File: src/rtl/serial_adder.sv
// ---------------------------------------------------------------------------
// serial_adder
//
// Bit-serial adder/subtractor. One full-adder bit is evaluated per clock,
// LSB first, with the inter-bit carry held in a flip-flop. An operation is
// accepted when start=1 while idle. The result appears WIDTH cycles later,
// together with a one-cycle done pulse.
//
// Parameters
//   WIDTH     operand/result width in bits (2..32)
//
// Ports
//   clk       single clock, rising edge
//   rst_n     asynchronous active-low reset
//   start     request a new operation (ignored while busy)
//   mode      0 = a+b+cin, 1 = a-b (cin ignored); sampled with start
//   a, b      operands; sampled with start
//   cin       carry-in for add; sampled with start
//   sum       result of the last completed operation
//   cout      carry out of MSB (subtract: 1 = no borrow)
//   overflow  two's-complement overflow of the last result
//   busy      operation in progress
//   done      one-cycle pulse when sum/cout/overflow update
// ---------------------------------------------------------------------------
module serial_adder #(
   parameter int WIDTH = 8
) (
   input  logic             clk,
   input  logic             rst_n,
   input  logic             start,
   input  logic             mode,
   input  logic [WIDTH-1:0] a,
   input  logic [WIDTH-1:0] b,
   input  logic             cin,
   output logic [WIDTH-1:0] sum,
   output logic             cout,
   output logic             overflow,
   output logic             busy,
   output logic             done
);

   localparam int CNT_W = $clog2(WIDTH + 1);
   localparam logic [CNT_W-1:0] LAST_BIT = CNT_W'(WIDTH - 1);

   typedef enum logic {
      IDLE = 1'b0,
      RUN  = 1'b1
   } state_t;

   state_t           state;
   logic [CNT_W-1:0] cnt;
   logic             carry;

   // Operand shift registers; bit 0 is always the bit being added.
   logic [WIDTH-1:0] opa;
   logic [WIDTH-1:0] opb;

   // Result bits collected so far. Only WIDTH-1 bits are stored: on the
   // final bit the last sum bit is combined directly into the output load.
   logic [WIDTH-2:0] res;

   logic             bit_s;
   logic             bit_c;
   logic [WIDTH-1:0] res_nxt;

   function automatic logic fa_sum(input logic x, input logic y, input logic c);
      return x ^ y ^ c;
   endfunction

   function automatic logic fa_carry(input logic x, input logic y, input logic c);
      return (x & y) | (x & c) | (y & c);
   endfunction

   always_comb begin
      bit_s   = fa_sum(opa[0], opb[0], carry);
      bit_c   = fa_carry(opa[0], opb[0], carry);
      res_nxt = {bit_s, res};
   end

   // Control, carry and result registers.
   always_ff @(posedge clk or negedge rst_n) begin
      if (!rst_n) begin
         state    <= IDLE;
         busy     <= 1'b0;
         done     <= 1'b0;
         cnt      <= '0;
         carry    <= 1'b0;
         sum      <= '0;
         cout     <= 1'b0;
         overflow <= 1'b0;
      end else begin
         done <= 1'b0;
         case (state)
            IDLE: begin
               if (start) begin
                  state <= RUN;
                  busy  <= 1'b1;
                  cnt   <= '0;
                  // Subtract is a + ~b + 1, so the carry seed supplies the +1.
                  carry <= mode ? 1'b1 : cin;
               end
            end
            RUN: begin
               carry <= bit_c;
               if (cnt == LAST_BIT) begin
                  state    <= IDLE;
                  busy     <= 1'b0;
                  done     <= 1'b1;
                  sum      <= res_nxt;
                  cout     <= bit_c;
                  // carry currently holds the carry into the MSB.
                  overflow <= carry ^ bit_c;
               end else begin
                  cnt <= cnt + 1'b1;
               end
            end
            default: state <= IDLE;
         endcase
      end
   end

   // Operand and partial-result datapath; contents are meaningless while
   // idle, so these registers carry no reset.
   always_ff @(posedge clk) begin
      if (state == IDLE && start) begin
         opa <= a;
         opb <= mode ? ~b : b;
      end else if (state == RUN) begin
         opa <= opa >> 1;
         opb <= opb >> 1;
         res <= res_nxt[WIDTH-1:1];
      end
   end

endmodule

File: config.mk
export PLATFORM = sky130hd
export DESIGN_NAME = serial_adder
export DESIGN_NICKNAME = d
export VERILOG_FILES = /design/src/rtl/serial_adder.sv
export SDC_FILE = /design/constraint.sdc
export NUM_CORES = 1
export LEC_CHECK = 0
export ABC_AREA = 1
export BUFFER_PORTS_ARGS = -buffer_cell sky130_fd_sc_hd__buf_2
export CORE_MARGIN = 2
export CORE_UTILIZATION = 40
export DETAILED_ROUTE_END_ITERATION = 16
export GPL_ROUTABILITY_DRIVEN = 0
export PLACE_DENSITY = 0.72
export REMOVE_ABC_BUFFERS = 1
export SYNTH_ARGS = -nofsm -noshare
export SYNTH_HDL_FRONTEND = slang
export SYNTH_SLANG_ARGS = --single-unit
File: constraint.sdc
create_clock -name clk -period 4.2 [get_ports clk]
set_input_delay 1.05 -clock clk [delete_from_list [all_inputs] [get_ports clk]]
set_output_delay 1.05 -clock clk [all_outputs]
set_load 0.01 [all_outputs]
==> impl_metrics.tcl, run 1 <==
set metrics [dict create \
    status "finished, final reports clean" \
    startpoint_type "primary input" \
    port_buffers 32 \
    p_clk_share_pct 20.9 \
    final_core_util_pct 49.2 \
    area_growth_pct 16.6 \
    root_buffer "clkbuf_8" \
    crit_end "cnt[1]" \
    drt_pre_antenna_iters 4 \
    drcViolationCount 0 \
    internal_power_mw 0.989 \
    switching_share_pct 32.3 \
    clk_pin_slew_ns 0.07 \
    r2r_cells 5 \
    seq_area_mm2 0.00114 \
    holdWs_ns 0.449 \
    hold_viol 0 \
    dp_hpwl_um 1930 \
    die_w_um 69.7 \
    wirelength_um 2840 \
    ios 33 \
    power.switching_mw 0.471 \
    tightest_slew_ns 0.757 \
    initial_core_util_pct 42.2 \
    grt_pass1_wl_um 4980 \
    rows 23 \
    clock_sinks 41 \
    cp_data_arrival_time_ns 2.17 \
    drive_gt1_share_pct 22.6 \
    cellPowerDensity_mw_per_mm2 726 \
    ys_ff_latch 41 \
    synth.most_common_cell "nand2_1" \
    netlist.area_leader.share_pct 40.0 \
    die_area_mm2 0.00485 \
    r2r-end "cnt[1]" \
    r2r_setup_slack_ns 2.33 \
    rr_startpoint "state" \
    worstPathMaxFanout 18 \
    syn_area_per_cell_um2 10.7 \
    synth_cell_types 21 \
    grt_max_degree 24 \
    synth_common_cells "70 x nand2_1, 23 x edfxtp_1, 18 x dfrtp_1" \
    syn_area_mm2 0.00173 \
    wl_per_cell_um 11.6 \
    synth-edff-count 23 \
    ys.flop_type "edfxtp_1" \
    yosys_warnings 0 \
    fillers 394 \
    critPathLaunch "start" \
    setup_viol 0 \
    overflow 0 \
    clk_latency_ns 0.29 \
    dr.first_iter.drc_count 41 \
    grt_pass1_vias 1077 \
    seq_area_frac_synth_pct 66.1 \
    placed_area_mm2 0.00190 \
    leakagePower_nw 0.985 \
    synthCells 161 \
    placeableCoreArea_mm2 0.00409 \
    cts_tree "yes" \
    h-tree-depth 2 \
    numCtsBuffers 5 \
    cts_resized 0 \
    clockBufferDepth 2 \
    track_usage_pct 13.2 \
    worst_ir_drop_vdd_v 0.000265 \
    viasPerCell 4.44 \
    die_y_um 69.7 \
    fin_crit_sh_pct 47.3 \
    final_max_slew_viol_count 0 \
    finClkSkew_ns 0.0130 \
    grt_antenna_before_repair 0 \
    rsz0062_at_grt "false" \
    relSlewSlack_pct 49.4 \
    holdBufCountCts 0 \
    num_antenna_cells 0 \
    pwr-share-seq_pct 52.2 \
    finalSetupTns_ns 0 \
    p_comb_share_pct 26.8 \
    via_count 1089 \
    timing.fmax_mhz 503 \
    fin_area_mm2 0.00201 \
    cp.required_ns 4.38 \
    period_minus_slack_ns 1.99 \
    end_kind "flop" \
    yosysTopAreaCell "edfxtp_1" \
    max-cap-violations 0 \
    synth_area_leaders "edfxtp_1 40%, dfrtp_1 26%, nand2_1 15%" \
    final_nets 217 \
    crit_type "primary input to flop" \
    post_cts_buffers 0 \
    worstHoldPathType "flop to flop" \
    ant_nets 0 \
    postSynth.asyncResetShare_pct 43.9 \
    multi_input_area_um2 507 \
]
-- area by class of cell --
class	count	share of cell area, %
clock buffer	6	3.61
clock inverter	2	1.74
inverter	9	1.68
multi-input combinational	105	25.2
tap	50	3.11
timing repair buffer	32	7.96
sequential	41	56.7
-- routing by layer --
metal	vias up	part of all wire [%]	GRT usage, %
met3	2	5.9	5.23
li1	579	-	-
met5	-	0	0
met4	0	0.74	3.85
met1	474	49	16.9
met2	34	44	20.6
-- power groups by stage --
stage / Combinational, mW / Sequential, mW / Clock, mW
2_1_floorplan: 0.253 / 0.771 / 0
3_3_place_gp: 0.385 / 0.764 / 0
3_5_place_dp: 0.400 / 0.774 / 0
4_1_cts: 0.403 / 0.767 / 0.315
5_1_grt: 0.456 / 0.790 / 0.333
6_report: 0.392 / 0.763 / 0.306
-- kinds of logic after synthesis --
logic type / Yosys count / share of synthesized area [%]
AOI/OAI and AO/OA: 11 / 3.34
and+or+nand+nor: 83 / 19.6
buffers and inverters: 15 / 4.50
DFF: 41 / 66.1
adders and majority gates: 2 / 1.89
xor gates and xnor gates: 9 / 4.57
-- sequential cells by signal, indices dropped and copies added (netlist names) --
name,count
carry,1
overflow,1
opb,8
res,7
state,1
done,1
opa,8
sum,8
cout,1
busy,1
cnt,4
-- through the flow --
stage | cells | worst slack, ns | power [mW]
floorplan | 155 | 2.26 | 1.02
global placement | 237 | 1.93 | 1.15
detailed placement | 237 | 1.89 | 1.17
CTS | 245 | 2.20 | 1.49
global route | 245 | 2.08 | 1.58
finish | 245 | 2.21 | 1.46
-- worst min path at each step --
stage	slack, ns	to	startpoint	cells after the start
after floorplan	0.42	sum[0]	res[0]	2
after global placement	0.42	sum[0]	res[0]	2
after detailed placement	0.44	sum[0]	res[0]	2
after CTS	0.46	sum[0]	res[0]	2
after global routing	0.47	sum[0]	res[0]	2
final	0.45	sum[0]	res[0]	2
-- cell usage in the layout, fill, tap and decap left out --
cell type,netlist,layout
bufinv_16,0,1
o21ai_0,5,5
nor2_4,1,1
ha_1,1,1
buf_2,2,32
xnor2_1,9,9
nand4_2,1,1
nor2_1,5,5
o21bai_1,1,1
nand4_1,1,1
fa_1,1,1
inv_1,7,7
or2_2,1,1
clkbuf_8,0,5
nand3_1,4,4
dfrtp_1,18,18
o21ai_1,5,5
nand2_1,70,70
clkinv_2,0,1
clkbuf_1,1,1
inv_2,2,2
edfxtp_1,23,23
-- worst max-delay path, stage by stage --
cell	delay, ns
buf_2	0.09
inv_1	0.07
nand2_1	0.57
nand2_1	0.22
nand2_1	0.10
nand2_1	0.05
No activity file was read; power rests on OpenSTA's default activity.
==> run 2: changes to the inputs <==
clock period = 1.83 ns   (was 4.2 ns; I/O delays follow)
==> impl_metrics.tcl, run 2 (synthesized netlist as in run 1, its figures left out) <==
set metrics [dict create \
    layout_commonest_cell "nand2_1" \
    dp_slack_ns 0.230 \
    grt_max_degree 24 \
    die_area_mm2 0.00485 \
    viasPerCell 4.52 \
    critPathLaunch "state" \
    worstPathMaxFanout 23 \
    grt_antenna_before_repair 0 \
    worstHoldPathType "primary input to asynchronous set/reset pin" \
    via_count 1121 \
    final_nets 220 \
    post_cts_buffers 0 \
    drive_gt1_share_pct 23.7 \
    cp.required_ns 1.86 \
    cts_resized 0 \
    wl_per_cell_um 11.1 \
    crit_type "flop to flop" \
    wirelength_um 2760 \
    grt_pass1_wl_um 4930 \
    grt_pass1_vias 1114 \
    final_core_util_pct 50.2 \
    h-tree-depth 2 \
    timing.fmax_mhz 651 \
    relSlewSlack_pct 73.1 \
    layout_common_cells "70 x nand2_1, 32 x buf_2, 23 x edfxtp_1" \
    period_minus_slack_ns 1.54 \
    initial_core_util_pct 42.2 \
    area_growth_pct 18.9 \
    overflow 0 \
    cellPowerDensity_mw_per_mm2 1650 \
    holdBufCountCts 0 \
    dp_hpwl_um 1970 \
    ant_nets 0 \
    cp_data_arrival_time_ns 1.57 \
    tightest_slew_ns 0.404 \
    setup_viol 0 \
    cts_tree "yes" \
    finClkSkew_ns 0.00291 \
    hold_viol 0 \
    gr-usage-met2_pct 20.3 \
    reg_top3 "opa: 8 flops, opb: 8 flops, sum: 8 flops" \
    worst_ir_drop_vdd_v 0.000793 \
    die_w_um 69.7 \
    leakagePower_nw 1.01 \
    grt_use_met1_pct 16.8 \
    numCtsBuffers 5 \
    clock_sinks 41 \
    rr_startpoint "state" \
    rows 23 \
    grt.busiest_layer "met2" \
    track_usage_pct 13.0 \
    port_buffers 32 \
    grt.met3_usage_pct 3.63 \
    drcViolationCount 0 \
    final_max_slew_viol_count 0 \
    status "finished, final reports clean" \
    clk_latency_ns 0.29 \
    clk_pin_slew_ns 0.07 \
    max-cap-violations 0 \
    num_antenna_cells 0 \
    clockBufferDepth 2 \
    startpoint_type "flop" \
    placeableCoreArea_mm2 0.00409 \
    holdWs_ns 0.0849 \
    root_buffer "clkbuf_8" \
    end_kind "flop" \
    dr.first_iter.drc_count 43 \
    ios 33 \
    die_y_um 69.7 \
    finalSetupTns_ns 0 \
    drt_pre_antenna_iters 4 \
    worst_slack_ns 0.294 \
    fin_crit_sh_pct 83.9 \
    rsz0062_at_grt "false" \
]
## run 2: changes by cell type in the layout (fill, tap and decap cells not counted)
| cell | delta |
|---|---|
| clkinv_2 | -1 |
| bufinv_16 | -1 |
| buf_12 | +1 |
| clkbuf_8 | +1 |
| clkbuf_16 | +1 |
| buf_4 | +2 |
## run 2: path summary, 6_finish.rpt
kind                       slack, ns  depth (start not counted)      to
max                             0.29                          5  opb[0]
min                             0.08                          1  cnt[0]
max reg2reg                     0.29                          5  opb[0]
min reg2reg                     0.46                          0  res[5]
max in group asynchronous       1.46                          1    busy
min in group clk                0.44                          3  opa[3]
## run 2: worst max-delay path: stages (launching register included)
cell	delay, ns
dfrtp_1	0.48
buf_4	0.21
nor2_4	0.22
inv_2	0.20
nand2_1	0.09
o21ai_0	0.07
## run 2: power by group
group	total, mW	switching [mW]	internal [mW]
Combinational	0.971	0.565	0.406
Sequential	1.72	0.224	1.50
Clock	0.691	0.301	0.390
## run 2: area by class of cell
cell class | count | area [um^2]
Tap cell | 50 | 62.6
Timing Repair Buffer | 35 | 195
Fill cell | 395 | 2040
Multi-Input combinational cell | 105 | 507
Clock buffer | 8 | 111
Inverter | 9 | 33.8
Sequential cell | 41 | 1140
## run 2: metrics by stage
| step | power (mW) | instances | cell area (um^2) |
|---|---|---|---|
| finish | 3.39 | 248 | 2050 |
| global route | 3.66 | 248 | 2050 |
| CTS | 3.44 | 248 | 2050 |
| detailed placement | 2.75 | 240 | 1940 |
| global placement | 2.70 | 240 | 1940 |
| floorplan | 2.35 | 155 | 1680 |
## run 2: routing by layer
metal | vias to the layer above | wire length, um
met5 | - | 0
met4 | 0 | 61
met3 | 7 | 168
met2 | 35 | 1200
met1 | 492 | 1330
li1 | 587 | -
